File: src/rtl/eq4_bist.sv
// eq4_bist: walks all 256 {X,Y} operand pairs into an eq4 under test and counts Z mismatches; start-to-done takes 1 + 256*(SETTLE+1) cycles.
// start is ignored while busy. Optional first-fail capture of X/Y is enabled by macro EQ4_BIST_FIRST_FAIL_EN.
module eq4_bist #(
  parameter int unsigned SETTLE = 1
) (
  input  logic       clk,
  input  logic       rst_n,
  input  logic       start,
  output logic [3:0] X,
  output logic [3:0] Y,
  input  logic       Z,
  output logic       busy,
  output logic       done,
  output logic       pass,
  output logic [7:0] err_count,
  output logic [3:0] fail_x,
  output logic [3:0] fail_y
);

  typedef enum logic [1:0] {IDLE, DRIVE, SAMPLE, DONE} state_t;

  localparam logic [3:0] SETTLE_LAST = 4'(SETTLE - 1);

  state_t     state;
  logic [7:0] idx;
  logic [3:0] settle_cnt;
  logic       mismatch;
  logic [7:0] err_nxt;
  logic       launch;

  // X/Y come straight from the registered vector index, so they are glitch-free.
  assign {X, Y}   = idx;
  assign mismatch = (Z != (X == Y));
  assign err_nxt  = (mismatch && err_count != 8'hFF) ? err_count + 8'd1 : err_count;
  assign launch   = (state == IDLE || state == DONE) && start;

  always_ff @(posedge clk or negedge rst_n) begin
    if (!rst_n) begin
      state      <= IDLE;
      idx        <= 8'h00;
      settle_cnt <= 4'd0;
      busy       <= 1'b0;
      done       <= 1'b0;
      pass       <= 1'b0;
      err_count  <= 8'h00;
    end else begin
      case (state)
        IDLE, DONE: begin
          if (start) begin
            state      <= DRIVE;
            idx        <= 8'h00;
            settle_cnt <= 4'd0;
            busy       <= 1'b1;
            done       <= 1'b0;
            pass       <= 1'b0;
            err_count  <= 8'h00;
          end
        end
        DRIVE: begin
          if (settle_cnt == SETTLE_LAST) begin
            state      <= SAMPLE;
            settle_cnt <= 4'd0;
          end else begin
            settle_cnt <= settle_cnt + 4'd1;
          end
        end
        SAMPLE: begin
          err_count <= err_nxt;
          if (idx == 8'hFF) begin
            // idx stays at FF, which parks X/Y at 4'hF while done.
            state <= DONE;
            busy  <= 1'b0;
            done  <= 1'b1;
            pass  <= (err_nxt == 8'h00);
          end else begin
            idx   <= idx + 8'd1;
            state <= DRIVE;
          end
        end
        default: state <= IDLE;
      endcase
    end
  end

`ifdef EQ4_BIST_FIRST_FAIL_EN
  // err_count is still zero only up to the first mismatch of a pass.
  always_ff @(posedge clk or negedge rst_n) begin
    if (!rst_n) begin
      fail_x <= 4'h0;
      fail_y <= 4'h0;
    end else if (launch) begin
      fail_x <= 4'h0;
      fail_y <= 4'h0;
    end else if (state == SAMPLE && mismatch && err_count == 8'h00) begin
      fail_x <= X;
      fail_y <= Y;
    end
  end
`else
  assign fail_x = 4'h0;
  assign fail_y = 4'h0;
  logic unused_launch;
  assign unused_launch = launch;
`endif

endmodule

File: config.mk
export PLATFORM = sky130hd
export DESIGN_NAME = eq4_bist
export DESIGN_NICKNAME = d
export VERILOG_FILES = /design/src/rtl/eq4_bist.sv
export SDC_FILE = /design/constraint.sdc
export NUM_CORES = 1
export LEC_CHECK = 0
export BUFFER_PORTS_ARGS = -buffer_cell sky130_fd_sc_hd__buf_2
export CAP_MARGIN = 20
export CELL_PAD_IN_SITES_DETAIL_PLACEMENT = 1
export CELL_PAD_IN_SITES_GLOBAL_PLACEMENT = 1
export CORE_UTILIZATION = 35
export CTS_CLUSTER_DIAMETER = 60
export DETAILED_ROUTE_END_ITERATION = 16
export HOLD_SLACK_MARGIN = 0.03
export PLACE_DENSITY_LB_ADDON = 0.05
export SYNTH_ARGS = -nofsm -noshare
export SYNTH_HDL_FRONTEND = slang
export SYNTH_SLANG_ARGS = --single-unit
export TNS_END_PERCENT = 1
File: constraint.sdc
create_clock -name clk -period 4.7 [get_ports clk]
set_input_delay 1.175 -clock clk [delete_from_list [all_inputs] [get_ports clk]]
set_output_delay 1.175 -clock clk [all_outputs]
set_load 0.01 [all_outputs]
* Word level (Yosys, flattened, before mapping)
Cells that the tools add are included.
** Storage, ports and cells
- Register bits :: 25
- Bits in latches :: 0
- RAM bits :: 0
- Memory bits (read-only) :: 0
- Input port bits :: 4
- Output and inout port bits :: 27
- Logic and storage cells :: 53
- Memories :: 0
** Cells by class
- Add/sub/neg operators :: 3
- Multipliers :: 0
- Div/mod/pow operators :: 0
- Magnitude comparators :: 0
- Equal/unequal tests :: 11
- Shift operators :: 0
- Muxes and demuxes :: 20
- Bitwise operators :: 0
- Reduce and logical (&&, ||, !) cells :: 12
** Operators with widths (count)
- $pmux 8 s2 :: 2
- $mux 8 :: 3
- $add 8x1->8 const B :: 2
- $eq 8x8->1 const B :: 1
- $logic_not 8->1 :: 1
- $mux 4 :: 2
- $ne 2x2->1 const B :: 4
- $ne 8x8->1 const B :: 1
- $pmux 4 s2 :: 1
- $mux 2 :: 3
- $pmux 1 s2 :: 3
- $pmux 2 s3 :: 1
- $reduce_and 2->1 :: 3
- $reduce_and 3->1 :: 2
- $mux 1 :: 5
- $add 4x1->4 const B :: 1
- $eq 2x2->1 const B :: 2
- $eq 4x4->1 :: 1
- $logic_not 4->1 :: 1
- $reduce_bool 2->1 :: 2
- $eq 2x1->1 const B :: 1
- $logic_not 2->1 :: 1
- $reduce_or 2->1 :: 1
- $logic_and 1x1->1 :: 1
- $ne 1x1->1 :: 1

* Longest topological paths before layout
- Depth after elaboration :: 7
- Mapped depth :: 9
- Gate-level depth less buffers :: 8

* Worst setup path before layout
OpenSTA, ideal clock, no wires.
- Kind :: in2reg
- Start point :: input start
- End point :: register idx[5]
- Library setup time :: 0.136 ns
- Arrival time :: 2.397 ns
- Required time :: 4.564 ns
- Setup slack :: 2.168 ns
- Stages :: 7
- Path buffers :: 1
- Cells stage by stage :: clkbuf_1 > mux2i_1 > o21ba_2 > nand4_1 > nor2_1 > xnor2_1 > nor2_1
** Between the ends
- Cells in the longest elaborated chain, start to end :: 2
** Ends and longest elaborated chain
- start: declaration :: line 8 : input logic start,
- $ne 2x2->1 (no line)
- $reduce_and 3->1 (no line)
- end signal: assignment :: line 76 : idx <= idx + 8'd1;
- end: declaration :: line 25 : logic [7:0] idx;
Every way passes these cells.
A chain may end at the register's enable or synchronous reset.

* Final worst setup path
Ends and elaborated chain as after synthesis.

==> results.md <==
- Run status: finished with violations
- Violated checks: DRC
- Root buffer cell: clkbuf_8
- Max Cap Viol: 0
- Layout cell share with drive strength beyond 1: 15.7%
- ANT cells: 0
- Most frequent cells in the layout: 25 x dfrtp_1, 22 x buf_2, 19 x nor2_1
- Worst-path clk slew: 0.10 ns
- Fill count: 535
- Crit Path Class: in2reg
- Final HPWL DP: 3140 um
- Hold crit path type: reg2reg
- Cell variety after synth: 40
- Die ar.: 0.00507 mm2
- Post-synthesis sequential area ratio: 37.3%
- Main combinational cell family by area after synthesis: simple AND/OR/NAND/NOR gates
- Layout area overhead: 9.70%
- RePlAce Congestion: 0.745
- Post-layout power: 0.000824 W
- Final setup fails: 0
- DRT Pass-1 Iters: 10
- Worst setup SP type: input port
- Vias per inst: 5.45
- Clock sinks: 25
- Vias in the first global route: 1,438
- CTS max path bufs: 2
- Least-Margin Pin Slew: 0.926 ns
- Post-Synthesis Cells: 186
- Row cnt: 24
- Remaining DRCs: 2
- Worst VDD drop: 0.240 mV
- RSZ-0062 raised after global routing: false
- Fmax: 382 MHz
- Yosys reg bits: 25
- Crit path max fanout: 10
- Clock latency at the later pin of the worst-skew pair: 0.28 ns
- Gr ovfl total: 0
- CTS tree: built
- LEAKAGE: 0.884 nW
- Leading cell type in the layout, fill and taps excluded: dfrtp_1
- CP Capture Type: register
- Post-Synth XOR/XNOR Area: 5.75%
- Antenna violations before repair: 0
- DRT iter0 DRCs: 65
- Post-synthesis mux area share: 7.46%
- Max_slew headroom: 36.5%
- Die Ht: 71.2 um
- Pin count of the biggest net entering global routing: 26
- CTS Hold Buffers Added: 0
- Critical Path AT: 2.77 ns
- Setup tns final: 0 ns
- GRT Total Usage: 17.7%
- H-tree levels: 1
- Skew final: 0.00889 ns
- Post-Syn Area: 0.00168 mm2
- Ys Warns: 0
- TritonCTS buffer count: 3
- Final max-slew violation count: 0
- Global-route wire length before repair: 7160 um
- Post-Synth Simple-Gate Area: 19.3%
- Worst-case reg-to-reg path depth: 8
- Compound-cell area share of the yosys netlist: 17.2%
- Crit share post-route: 55.7%
- Post-CTS setup buffer count: 0
- Hold Violations, Final: 0
- CP required: 4.85 ns
- WL/cell: 15.9 um
- Fin crit period: 2.62 ns
- Routed via count: 1,396
- Drt total wl: 4070 um
- Initial Util: 37.5%
- Port bufs: 22
- Synth Area in Adders: 5.22%
- Final nets: 216
- Die extent in x: 71.2 um
- Quantity of gates resized following cts: 0
- Core ar.: 0.00447 mm2
- Power per cell area: 448 mW/mm2
- Io pins: 31
- Syn_area_per_cell: 9.01 um2
- Antenna-violating nets left: 0
- Hold depth: 1
==> worst max-delay path, stage by stage <==
cell and delay [ns]:
buf_2 0.15, mux2i_1 0.74, o21ba_2 0.29, nand4_1 0.14, nor2_1 0.08, xnor2_1 0.14, nor2_1 0.05
==> area by class of cell <==
cell class	instances	area, um2	share of cell area (%)
repair buffers	22	110	5.99
flip-flops and latches	25	626	34.0
clock inverters	1	7.51	0.408
multi-input cells	143	952	51.8
inverters	10	37.5	2.04
well taps	52	65.1	3.54
clock buffers	3	41.3	2.24
==> power breakdown <==
group,internal (W),switching (W)
registers,0.000248,0.0000435
clock network,0.0000602,0.0000725
logic,0.000151,0.000249
total,0.000459,0.000365
==> path summary, 6_finish.rpt <==
| path | slack (ns) | endpoint | start |
|---|---|---|---|
| max | 2.08 | idx[5]$_DFFE_PN0P_ | start |
| min | 0.50 | busy$_DFFE_PN0P_ | busy$_DFFE_PN0P_ |
| max reg2reg | 2.12 | idx[5]$_DFFE_PN0P_ | state[0]$_DFFE_PN0P_ |
| min reg2reg | 0.50 | busy$_DFFE_PN0P_ | busy$_DFFE_PN0P_ |
| max in group asynchronous | 3.41 | state[0]$_DFFE_PN0P_ | rst_n |
| min in group asynchronous | 0.90 | err_count[7]$_DFFE_PN0P_ | rst_n |
==> logic make-up after synthesis <==
kind of cell,Yosys count
AO/OA/AOI/OAI,43
AND/OR/NAND/NOR,62
flip-flops,25
other,1
adder cells (fa/ha/maj),7
multiplexers,12
XOR/XNOR,11
buffers and inverters,25
==> layer usage <==
layer / vias to the layer above / part of all wire (%) / track usage, %
li1: 683 / - / -
met1: 685 / 51 / 24.8
met2: 24 / 46 / 29.3
met3: 4 / 2.5 / 1.69
met4: 0 / 0.86 / 4.67
met5: - / 0 / 0
==> cell usage after synthesis <==
library cell	n	area, um2
nor4_4	1	21.3
o31ai_1	3	22.5
xor2_1	8	70.1
dfrtp_1	25	626
ha_1	7	87.6
a22o_1	5	43.8
and3_1	3	18.8
nand2b_1	3	18.8
o211ai_1	4	30.0
nand3b_1	1	7.51
or3_1	1	6.26
nor2_1	19	71.3
conb_1	1	3.75
mux2_2	4	45.0
o21a_1	1	7.51
a2111o_1	1	11.3
a21o_1	2	15.0
o21ba_2	1	10.0
buf_2	1	5.00
a31oi_1	3	18.8
inv_1	10	37.5
clkbuf_1	6	22.5
nand4_1	8	50.1
nor3_1	3	15.0
nor4_1	1	6.26
a21boi_0	2	15.0
nand2_1	10	37.5
o221ai_1	1	8.76
o21ai_0	13	65.1
xnor2_1	3	26.3
nor2b_1	4	25.0
buf_4	8	60.1
o21ai_1	1	5.00
mux2i_1	8	80.1
or4_1	1	7.51
a211oi_1	1	7.51
nand3_1	6	30.0
a21oi_1	4	20.0
o32ai_1	1	8.76
or3b_1	1	8.76
==> metrics by stage <==
stage	area [um2]	setup slack, ns	hold slack, ns	util (%)	instances
2_1_floorplan	1700	2.17	0.453	-	193
6_report	1840	2.08	0.498	41.1	256
4_1_cts	1840	2.10	0.507	41.1	256
3_5_place_dp	1790	1.83	0.483	40.0	252
5_1_grt	1840	1.93	0.519	41.1	256
3_3_place_gp	1790	1.94	0.471	40.0	252
==> state kept, by name, summed over array words and instances, names as in the netlist <==
register and cells:
idx 8, done 1, err_count 8, pass 1, settle_cnt 4, state 2, busy 1
(Power assumes the default switching activity.)
